[config.mk]
export PLATFORM = sky130hd
export DESIGN_NAME = fifo_wr_arbiter
export DESIGN_NICKNAME = d
export VERILOG_FILES = /design/src/rtl/fifo_wr_arbiter.sv
export SDC_FILE = /design/constraint.sdc
export NUM_CORES = 1
export LEC_CHECK = 0
export CAP_MARGIN = 25
export CORE_ASPECT_RATIO = 1.25
export CORE_MARGIN = 2
export CORE_UTILIZATION = 44
export DETAILED_ROUTE_END_ITERATION = 8
export MAX_ROUTING_LAYER = met4
export PLACE_DENSITY = 0.83
export REMOVE_ABC_BUFFERS = 1
export SLEW_MARGIN = 0
export SYNTH_ARGS = -nofsm -noshare
export SYNTH_HDL_FRONTEND = slang
export SYNTH_SLANG_ARGS = --single-unit
[constraint.sdc]
create_clock -name i_Clk -period 8.4 [get_ports i_Clk]
set_input_delay 1.26 -clock i_Clk [delete_from_list [all_inputs] [get_ports i_Clk]]
set_output_delay 1.26 -clock i_Clk [all_outputs]
set_load 0.01 [all_outputs]
[src/rtl/fifo_wr_arbiter.sv]
// rtl/fifo_wr_arbiter.sv - round-robin write arbiter feeding a sync FIFO with credit flow control
//
// Purpose: NUM_REQ writers compete for one FIFO write port. Grants are
// round-robin and depend only on the local credit count. i_Full is only
// used to detect a protocol violation.
// Optional feature macro: FIFO_ARB_LOCK_EN adds the i_Lock port and the
// ARB/LOCKED burst-lock FSM.
//
// Ports:
//   i_Clk        clock, rising edge
//   i_Reset_n    asynchronous active-low reset
//   i_Req        per-writer write request (valid)
//   i_Req_Data   writer k data at [k*DATA_WIDTH +: DATA_WIDTH]
//   i_Lock       per-writer burst lock request (FIFO_ARB_LOCK_EN only)
//   o_Gnt        one-hot combinational accept
//   o_Wr_En      registered FIFO write strobe
//   o_Wr_Data    registered FIFO write data
//   i_Full       FIFO full flag (error check only)
//   i_Rd_Done    one FIFO entry consumed this cycle
//   o_Credits    registered free-entry count
//   o_Err        sticky protocol-error flag
module fifo_wr_arbiter #(
    parameter int DATA_WIDTH = 8,
    parameter int NUM_REQ    = 4,
    parameter int FIFO_DEPTH = 16,
    localparam int PTR_W     = $clog2(NUM_REQ),
    localparam int CW        = $clog2(FIFO_DEPTH + 1)
) (
    input  logic                          i_Clk,
    input  logic                          i_Reset_n,
    input  logic [NUM_REQ-1:0]            i_Req,
    input  logic [NUM_REQ*DATA_WIDTH-1:0] i_Req_Data,
`ifdef FIFO_ARB_LOCK_EN
    input  logic [NUM_REQ-1:0]            i_Lock,
`endif
    output logic [NUM_REQ-1:0]            o_Gnt,
    output logic                          o_Wr_En,
    output logic [DATA_WIDTH-1:0]         o_Wr_Data,
    input  logic                          i_Full,
    input  logic                          i_Rd_Done,
    output logic [CW-1:0]                 o_Credits,
    output logic                          o_Err
);

    localparam logic [CW-1:0]      DEPTH_C = CW'(FIFO_DEPTH);
    localparam logic [PTR_W-1:0]   LAST_C  = PTR_W'(NUM_REQ - 1);
    localparam logic [NUM_REQ-1:0] ONE_C   = {{(NUM_REQ-1){1'b0}}, 1'b1};

    logic [PTR_W-1:0] last_ptr;
    logic [PTR_W-1:0] gnt_idx;
    logic             gnt_found;
    logic             xfer;

`ifdef FIFO_ARB_LOCK_EN
    typedef enum logic {ST_ARB, ST_LOCKED} lock_state_t;
    lock_state_t state, state_nxt;
`endif

    // Grant selection. While locked, the owner is always last_ptr because
    // only it can transfer, so no separate owner register is needed.
    always_comb begin : grant_sel
        logic [PTR_W-1:0] cand;
        int               idx;
        gnt_found = 1'b0;
        gnt_idx   = '0;
        cand      = '0;
        idx       = 0;
`ifdef FIFO_ARB_LOCK_EN
        state_nxt = state;
`endif
        if (i_Reset_n && (o_Credits != '0)) begin
`ifdef FIFO_ARB_LOCK_EN
            if ((state == ST_LOCKED) && i_Req[last_ptr] && i_Lock[last_ptr]) begin
                gnt_found = 1'b1;
                gnt_idx   = last_ptr;
            end else
`endif
            begin
                for (int i = 1; i <= NUM_REQ; i++) begin
                    idx  = (int'(last_ptr) + i) % NUM_REQ;
                    cand = PTR_W'(idx);
                    if (!gnt_found && i_Req[cand]) begin
                        gnt_found = 1'b1;
                        gnt_idx   = cand;
                    end
                end
            end
        end
`ifdef FIFO_ARB_LOCK_EN
        // Running out of credits must not break an active burst lock.
        if (!((state == ST_LOCKED) && (o_Credits == '0))) begin
            if (gnt_found && i_Lock[gnt_idx])
                state_nxt = ST_LOCKED;
            else
                state_nxt = ST_ARB;
        end
`endif
    end

    assign o_Gnt = gnt_found ? (ONE_C << gnt_idx) : '0;
    assign xfer  = gnt_found;

    always_ff @(posedge i_Clk or negedge i_Reset_n) begin
        if (!i_Reset_n) begin
            last_ptr  <= LAST_C;
            o_Wr_En   <= 1'b0;
            o_Wr_Data <= '0;
            o_Credits <= DEPTH_C;
            o_Err     <= 1'b0;
        end else begin
            o_Wr_En <= xfer;
            if (xfer) begin
                last_ptr  <= gnt_idx;
                o_Wr_Data <= i_Req_Data[gnt_idx*DATA_WIDTH +: DATA_WIDTH];
            end
            if (xfer && !i_Rd_Done) begin
                o_Credits <= o_Credits - CW'(1);
            end else if (i_Rd_Done && !xfer) begin
                // A read with nothing outstanding is an accounting error;
                // keep credits saturated rather than wrapping.
                if (o_Credits == DEPTH_C)
                    o_Err <= 1'b1;
                else
                    o_Credits <= o_Credits + CW'(1);
            end
            if (o_Wr_En && i_Full)
                o_Err <= 1'b1;
        end
    end

`ifdef FIFO_ARB_LOCK_EN
    always_ff @(posedge i_Clk or negedge i_Reset_n) begin
        if (!i_Reset_n)
            state <= ST_ARB;
        else
            state <= state_nxt;
    end
`endif

endmodule

# After elaboration in Yosys (flattened, before gate mapping)
# Cells that the tools add are included.
op_classes:
  add_sub_neg: 6
  order_cmp: 4
  eq_ne: 3
  shift: 2
  mux: 29
  reduce_logical: 18
op_table:
  columns: ["operator", "count"]
  rows:
  - ["32-bit by 6-bit indexed part select with 8-bit output", 1]
  - ["1-bit 2-to-1 mux", 16]
  - ["5-bit 2-to-1 mux", 3]
  - ["2-bit by 3-bit less-than comparator with 1-bit output, second input constant", 4]
  - ["2-bit 2-to-1 mux", 5]
  - ["1-bit binary-select mux with 2-bit select", 4]
  - ["1-bit logical AND", 7]
  - ["2-bit nonzero test", 3]
  - ["5-bit by 1-bit adder with 5-bit output, second input constant", 1]
  - ["5-bit equality test, second input constant", 1]
  - ["1-bit logical NOT", 5]
  - ["5-bit nonzero test", 1]
  - ["5-bit by 1-bit subtractor with 5-bit output, second input constant", 1]
  - ["2-bit by 1-bit adder with 2-bit output, second input constant", 2]
  - ["2-bit adder, second input constant", 2]
  - ["4-bit 2-to-1 mux", 1]
  - ["1-bit by 2-bit left shift with 4-bit output, first input constant", 1]
  - ["3-bit AND reduction", 1]
  - ["2-bit by 1-bit != test with 1-bit output, second input constant", 1]
  - ["2-bit != test, second input constant", 1]
  - ["2-bit AND reduction", 1]
word_totals:
  register_bits: 17
  in_bits: 40
  output_inout_bits: 19
  word_cells: 67

# Logic depth before layout (Yosys ltp)
# Gate-level depths: netlist of the first run.
depth:
  ltp_word: 22
  mapped_depth: 13
  depth_no_buf: 12

# Worst setup path after synthesis of the first run
# Ideal clock, no wire load.
synth_timing:
  path_kind: "in2out"
  startpoint: "input i_Req[3]"
  endpoint: "output o_Gnt[0]"
  arrival_ns: 2.243
  t_required_ns: 7.140
  slack_ns: 4.897
  path_stages: 6
  path_buffers: 1
  cell_sequence: "mux2_1 a32oi_2 and2_4 buf_6 nand2_1 inv_1"
synth_between:
  elab_chain_len: 18
  word_cells_on_any_way: 29
  classes_between: "shift: 1; mux: 22; reduce/logical: 6"
synth_rtl:
  columns: ["item", "line_no", "source"]
  rows:
  - ["from (decl)", "31", "input logic [NUM_REQ-1:0] i_Req,"]
  - ["1-bit binary-select mux with 2-bit select", "82", "if (!gnt_found && i_Req[cand]) begin"]
  - ["1-bit 2-to-1 mux (not written as such)", "82", null]
  - ["1-bit 2-to-1 mux", "82", null]
  - ["1-bit 2-to-1 mux", "71", "if (i_Reset_n && (o_Credits != '0)) begin"]
  - ["1-bit logical NOT", "82", null]
  - ["1-bit logical AND", "82", null]
  - ["1-bit 2-to-1 mux", "82", null]
  - ["1-bit 2-to-1 mux", "71", null]
  - ["[... 2 more ...]", null, null]
  - ["1-bit 2-to-1 mux", "82", null]
  - ["1-bit 2-to-1 mux", "71", null]
  - ["1-bit logical NOT", "82", null]
  - ["1-bit logical AND", "82", null]
  - ["2-bit 2-to-1 mux", "82", null]
  - ["2-bit 2-to-1 mux", "71", null]
  - ["1-bit by 2-bit left shift with 4-bit output", "100", "assign o_Gnt = gnt_found ? (ONE_C << gnt_idx) : '0;"]
  - ["4-bit 2-to-1 mux (*)", "100", null]
  - ["to (decl)", "36", "output logic [NUM_REQ-1:0] o_Gnt,"]
# Mark *: on every way between the ends. The rest lies on a longest branch, timed or not. The select of a mux whose other input is x is not followed.

# Worst setup path in the final report of the first run
layout_timing:
  startpoint: "input i_Reset_n"
  endpoint: "output o_Gnt[0]"
layout_between:
  elab_chain_len: 4
  word_cells_on_any_way: 5
  classes_between: "shift: 1; mux: 3; reduce/logical: 1"
layout_rtl:
  columns: ["item", "line_no", "source"]
  rows:
  - ["from (decl)", "30", "input logic i_Reset_n,"]
  - ["1-bit logical AND (*)", "71", null]
  - ["2-bit 2-to-1 mux", "71", null]
  - ["1-bit by 2-bit left shift with 4-bit output", "100", null]
  - ["4-bit 2-to-1 mux (*)", "100", null]
# Mark *: on every way between the ends. The rest lies on a longest branch, timed or not.

==> summary.md, run 1 <==
| Metric | Value |
|---|---|
| Sequential area share after synthesis | about a third |
| Largest net degree at the start of global routing | 20 |
| Synth top area share | 28.75% |
| Synthesized instance count | around 130 |
| HP Class | flip-flop to flip-flop |
| Placeable Area | 0.002654 mm2 |
| Initial antenna violation count | 0 |
| First-pass GRT wire length | around 5300 um |
| Crit Path Class | input port to primary output |
| CTS tree | yes |
| Status | finished clean |
| Tightest Pin Transition | between 800 and 900 ps |
| Tcrit/Tclk final | between 60% and 70% |
| Avg Inst Size Synth | between 9 and 10 um2 |
| Min Tclk post-route | about 5200 ps |
| Global routing usage on met1 | about a quarter |
| Worst Path Required | just over 7000 ps |
| Yosys reg bits | 17 |
| Io pins | 59 |
| Setup tns final | 0 ps |
| Pre-CTS worst setup slack | between 3000 and 4000 ps |
| Clk_skew | about 10 ps |
| Iteration-0 DRC Markers | 40 |
| Power share of the combinational group | between 60% and 70% |
| Switch Pwr | 0.0002061 W |
| Remaining DRCs | 0 |
| Total GRT Usage | between 20% and 30% |
| Met3 global-route usage | 2.632% |
| Total gr overflow | 0 |
| Register share of total power | just over 30% |
| Die X | 51.07 um |
| Vias in the first global route | about 1200 |
| Largest cells by area after synthesis | dfrtp_1 29%, dfstp_2 6.5%, nand2_1 5.9% |
| Synth Flop Type | dfrtp_1 |
| Count leader, synth | nand2_1 |
| Final setup vio count | 0 |
| Clock sink total | 17 |
| Routed len/inst | ~15 um |
| Cell row count | 21 |
| Share of cells above drive strength 1 | under 10% |
| Crit. End Element | primary output |
| Area delta synth->final | 49.90% |
| DRT Pass-1 Iters | 4 |
| Cell variety after synth | 50 |
| Die ar. | between 0.003 and 0.004 mm2 |
| Final WL | 3331 um |
| Data arrival, critical path | 3920 ps |
| Hold Fails Final Rpt | 0 |
| Commonest cells in the netlist | 19 x nand2_1, 14 x dfrtp_1, 10 x inv_1 |
| CTS root buf | clkbuf_4 |
| CTS resizes | 0 |
| CP startpoint kind | input port |
| Clock-pin slew on the worst setup and hold paths | roughly 90 ps |
| Hold-fix buffers, CTS | 0 |
| Initial Util | between 40 and 50% |
| Worst slew margin | about 46% |
| Busiest layer in global routing | met2 |
| Post-Syn Area | 0.001219 mm2 |
| Fin util | between 60% and 70% |
| Vias per cell | 5.679 |
| DP HPWL | 2645 um |
| Die height | around 63 um |
| GPL Wtd Cong | about 0.83 |
| Clock share of power | between 8 and 9% |
| Achievable Freq | between 0.15 and 0.2 GHz |
| Max IR drop VDD | roughly 0.15 mV |
| Switching Fraction | about two fifths |
| H-tree depth | 1 |
| Postcts setup bufs | 0 |
| ANT nets after route | 0 |
| Clock Path Buffers | 2 |
| Ant. Diodes | 0 |
| RSZ-0062 raised after global routing | false |
| IO buf count | a little under 60 |
| Placed instance count | ~220 |
| Ys Warns | 0 |
| Setup ws final | between 3000 and 4000 ps |
| Total CTS buffers | 3 |
| Crit-path max FO | 19 |
| Pwr/cell area | about 280 mW/mm2 |
| Lkg Pwr | roughly 0.75 nW |
| Async SR Flop Fraction | 100.0% |
| DR vias | 1255 |
| Clk Latency, worst-skew pair | 290 ps |
| Met2 usage | a little under two fifths |
| Fin nets | 234 |
| Top cell type by total area after synthesis | dfrtp_1 |
| Pint | between 0.0003 and 0.0004 W |
| Fin. max-slew vios | 0 |
| Post-synth EDFFs | 0 |
| Final instance count without filler cells | roughly 220 |
| Max_cap viols | 0 |
==> per-layer routing <==
layer / vias to the layer above / share of wire (%) / wire length (um)
li1: 597 / - / -
met1: 612 / 40 / 1340
met2: 38 / 54 / 1789
met3: 8 / 3.8 / 125
met4: 0 / 2.3 / 76
met5: - / 0 / 0
==> through the flow <==
stage	hold slack [ps]	area (um2)	power (W)
final	509.5	1827	0.0005070
after global routing	524.8	1827	0.0005431
after CTS	509.6	1827	0.0005089
after detailed placement	478.1	1800	0.0004652
after global placement	468.3	1800	0.0004560
after floorplan	517.5	1177	0.0003277
==> cell type report <==
cell class | count | area [um2]
Sequential cell | 17 | 429.2
Clock buffer | 4 | 26.28
Fill cell | 216 | 827.0
Timing Repair Buffer | 58 | 580.6
Tap cell | 34 | 42.54
Inverter | 11 | 41.29
Multi-Input combinational cell | 97 | 706.9
==> worst paths after layout <==
path	cells after the start	start	end	slack [ps]
worst max-delay path	6	i_Reset_n	o_Gnt[0]	3220
worst min-delay path	1	o_Err$_DFFE_PN0P_	o_Err$_DFFE_PN0P_	510
worst max register to register	11	o_Credits[1]$_DFFE_PN0P_	o_Credits[4]$_DFFE_PN1P_	5400
worst min register to register	1	o_Err$_DFFE_PN0P_	o_Err$_DFFE_PN0P_	510
max in group asynchronous	1	i_Reset_n	o_Credits[3]$_DFFE_PN0P_	6460
min in group asynchronous	1	i_Reset_n	o_Wr_En$_DFF_PN0_	1430
==> power by group through the flow <==
stage | combinational [W] | clock [W] | sequential [W]
after global placement | 0.000298 | 0 | 0.000158
after detailed placement | 0.000305 | 0 | 0.000160
after CTS | 0.000307 | 0.0000439 | 0.000158
final | 0.000306 | 0.0000431 | 0.000158
after global routing | 0.000333 | 0.0000465 | 0.000163
after floorplan | 0.000158 | 0 | 0.000169
==> worst max-delay path, cell delays in order <==
cell and delay [ps]:
clkdlybuf4s50_1 1000, o21ai_0 310, a211oi_2 560, nand2_1 170, inv_1 90, clkdlybuf4s50_1 530
==> sequential cells by signal, indices dropped and copies added (netlist names) <==
signal,flops
o_Credits,5
o_Err,1
last_ptr,2
o_Wr_Data,8
o_Wr_En,1
==> cell families (layout without fill, tap and decap cells) <==
logic type      after synthesis  count (layout)  share of synthesized area (%)
simple gates                 47              47                          20.02
compound gates               39              39                          27.41
flops                        17              17                          35.22
buf+inv                      15              73                          6.775
fa+ha+maj                     6               6                          6.776
xor+xnor                      4               4                          2.875
mux                           1               1                         0.9240
==> cells in the final DEF (no fill, tap or decap), types with 2 or more instances in the layout <==
master | netlist | final
a221oi_1 | 5 | 5
a311oi_1 | 6 | 6
clkbuf_4 | 0 | 3
clkdlybuf4s50_1 | 0 | 58
dfrtp_1 | 14 | 14
dfstp_2 | 3 | 3
ha_1 | 5 | 5
inv_1 | 10 | 10
nand2_1 | 19 | 19
nand3_1 | 2 | 2
nand4_1 | 2 | 2
nor2_1 | 9 | 9
nor3_1 | 3 | 3
o211a_1 | 3 | 3
o21a_1 | 2 | 2
o21ai_0 | 7 | 7
xnor2_1 | 2 | 2
xor2_1 | 2 | 2
No activity file was read; power rests on OpenSTA's default activity.
==> run 2: changes to the inputs <==
--- a/config.mk
+++ b/config.mk
@@ -8,10 +8,10 @@
 export CAP_MARGIN = 25
 export CORE_ASPECT_RATIO = 1.25
 export CORE_MARGIN = 2
-export CORE_UTILIZATION = 44
+export CORE_UTILIZATION = 36
 export DETAILED_ROUTE_END_ITERATION = 8
 export MAX_ROUTING_LAYER = met4
-export PLACE_DENSITY = 0.83
+export PLACE_DENSITY = 0.72
 export REMOVE_ABC_BUFFERS = 1
 export SLEW_MARGIN = 0
 export SYNTH_ARGS = -nofsm -noshare
==> constraint.sdc (replaced) <==
create_clock -name i_Clk -period 4.6 [get_ports i_Clk]
set_input_delay 0.69 -clock i_Clk [delete_from_list [all_inputs] [get_ports i_Clk]]
set_output_delay 0.69 -clock i_Clk [all_outputs]
set_load 0.01 [all_outputs]
==> summary.md, run 2 (synthesis gave the netlist of run 1 again) <==
| Metric | Value |
|---|---|
| Crit-path max FO | 8 (-11) |
| Power share of the combinational group | 57.8% (-2.5 points) |
| Max IR drop VDD | 0.3368 mV (+120%) |
| Cell mode on critical path | clkdlybuf4s50_1 |
| HP Class | flip-flop to flip-flop |
| Fin. max-slew vios | 0 (unchanged) |
| Largest net degree at the start of global routing | 15 (-25%) |
| Fin util | 57.61% (-11 points) |
| Tcrit/Tclk final | between 70% and 80% |
| Data arrival, critical path | 2950 ps (-970 ps) |
| IO buf count | 58 (unchanged) |
| Clk Latency, worst-skew pair | 250 ps (-40 ps) |
| DP HPWL | 2800 um (+5.9%) |
| Most common cell after layout, fill and taps aside | clkdlybuf4s50_1 |
| Die X | 56.04 um (+9.7%) |
| Worst Reg-to-Reg Cells | 11 (unchanged) |
| CP max stage cell | clkdlybuf4s50_1 |
| Largest regs | o_Wr_Data (8), o_Credits (5), last_ptr (2) |
| DRT Pass-1 Iters | 4 (unchanged) |
| Final setup vio count | 0 (unchanged) |
| DR vias | 1214 (-3.3%) |
| Max reg flops | 8 (unchanged) |
| Top delay family on crit path | buffers and inverters |
| Pint | 0.0005777 W (+92%) |
| Crit Path Class | input port to primary output |
| Fin nets | 235 (+0.43%) |
| Clk_skew | 8.683 ps (-1.339 ps) |
| Final instance count without filler cells | 225 (+1.8%) |
| Clock sink total | 17 (unchanged) |
| Initial antenna violation count | 0 (unchanged) |
| CP startpoint kind | input port |
| Die ar. | 0.003870 mm2 (+21%) |
| Pwr/cell area | 514.0 mW/mm2 (+85%) |
| Share of cells above drive strength 1 | 10.11% (+0.48 points) |
| Remaining DRCs | 0 (unchanged) |
| First-pass GRT wire length | 5699 um (+7.8%) |
| Vias in the first global route | 1243 (+2.1%) |
| Most frequent cells in the layout | 58 x clkdlybuf4s50_1, 19 x nand2_1, 14 x dfrtp_1, 10 x inv_1, 9 x nor2_1 |
| Routed len/inst | 15.11 um (+0.23%) |
| Biggest register | o_Wr_Data |
| Initial Util | 37.81% (-8.1 points) |
| Io pins | 59 (unchanged) |
| Clock-pin slew on the worst setup and hold paths | 70 ps (-20 ps) |
| RSZ-0062 raised after global routing | false |
| CP Depth | 7 (+1) |
| CP Cell Sequence | clkdlybuf4s50_1, o211a_1, nor2_1, a211oi_2, nand2_1, inv_1, clkdlybuf4s50_1 |
| Register share of total power | 30.7% (-0.5 points) |
| Iteration-0 DRC Markers | 41 (+2.5%) |
| Die height | 69.05 um (+9.9%) |
| Hold path cells | 1 (unchanged) |
| Cell row count | 23 (+9.5%) |
| Setup ws final | 955.4 ps (-2260 ps) |
| Postcts setup bufs | 0 (unchanged) |
| Critical path buffers and inverters | 3 (unchanged) |
| Tightest Pin Transition | 569.9 ps (-240.0 ps) |
| CP max stage delay | 640 ps (-360 ps) |
| Area delta synth->final | 52.36% |
| Total CTS buffers | 3 (unchanged) |
| Worst slew margin | 61.94% (+16 points) |
| ANT nets after route | 0 (unchanged) |
| Clock Path Buffers | 2 (unchanged) |
| Switch Pwr | 0.0003766 W (+83%) |
| Hold Fails Final Rpt | 0 (unchanged) |
| Max_cap viols | 0 (unchanged) |
| Lkg Pwr | 0.7673 nW (+1.7%) |
| Total gr overflow | 0 (unchanged) |
| Fin Hold WS | 495.5 ps (-14.05 ps) |
| Achievable Freq | between 0.2 and 0.3 GHz |
| GPL Wtd Cong | 0.8392 (+1.1%) |
| Worst Path Required | 3910 ps (-3230 ps) |
| H-tree depth | 1 (unchanged) |
| Switching Fraction | 39.46% (-1.2 points) |
| CTS resizes | 0 (unchanged) |
| CTS tree | yes |
| Min Tclk post-route | roughly 3600 ps |
| Total GRT Usage | 18.91% (-2.9 points) |
| Hold-fix buffers, CTS | 0 (unchanged) |
| Placed instance count | 221 (+1.8%) |
| Vias per cell | 5.396 (-5.0%) |
| Status | finished clean |
| Clock share of power | 11.6% (+3.1 points) |
| Placeable Area | 0.003223 mm2 (+21%) |
| CTS root buf | clkbuf_8 |
| Final WL | 3399 um (+2.0%) |
| Crit. End Element | primary output |
| Setup tns final | 0 ps (unchanged) |
| Ant. Diodes | 0 (unchanged) |
| Pre-CTS worst setup slack | 1002 ps (-2216 ps) |
[run 2: changes by cell type in the layout (fill, tap and decap cells not counted)]
cell and delta:
buf_4 +1, clkbuf_4 -3, clkbuf_8 +3
[run 2: worst reg2reg max path: stages, from the launching register on]
cell      delay [ps]
dfrtp_1          430
or4_4            580
o21a_4           240
nand2b_2          90
inv_2            100
ha_1             290
ha_1             340
nor2b_1          140
o21a_1           180
o21a_1           160
nor3_1           220
xnor2_1          150
[run 2: worst paths after layout]
path,start,end,slack [ps]
worst min register to register,o_Err$_DFFE_PN0P_,o_Err$_DFFE_PN0P_,500
worst max register to register,o_Credits[1]$_DFFE_PN0P_,o_Credits[4]$_DFFE_PN1P_,1600
worst min-delay path,o_Err$_DFFE_PN0P_,o_Err$_DFFE_PN0P_,500
worst max-delay path,i_Req[1],o_Gnt[0],960
min in group asynchronous,i_Reset_n,o_Wr_Data[0]$_DFFE_PN0P_,710
max in group asynchronous,i_Reset_n,o_Credits[0]$_DFFE_PN0P_,3400
[run 2: through the flow]
| stage | power, W | area, um2 |
|---|---|---|
| floorplan | 0.0005984 | 1177 |
| global placement | 0.0008351 | 1812 |
| detailed placement | 0.0008484 | 1812 |
| CTS | 0.0009603 | 1857 |
| global route | 0.001032 | 1857 |
| finish | 0.0009543 | 1857 |
[run 2: layout make-up]
type | count | area (um2)
Inverter | 11 | 41.29
Tap cell | 37 | 46.29
Timing Repair Buffer | 59 | 588.1
Sequential cell | 17 | 429.2
Fill cell | 314 | 1366
Clock buffer | 4 | 45.04
Multi-Input combinational cell | 97 | 706.9
[run 2: power by group through the flow]
stage	clock network (W)	registers (W)	logic, W
floorplan	0	0.000309	0.000289
global placement	0	0.000291	0.000544
detailed placement	0	0.000295	0.000554
CTS	0.000112	0.000293	0.000555
global route	0.000122	0.000306	0.000603
finish	0.000110	0.000293	0.000551
[run 2: routing by layer]
metal  part of all wire [%]  GRT usage, %  vias up
met2                     58         34.51       33
met5                      0             -        -
met3                    3.0         2.064        6
met1                     37         20.07      581
li1                       -             -      594
met4                    1.8         8.466        0
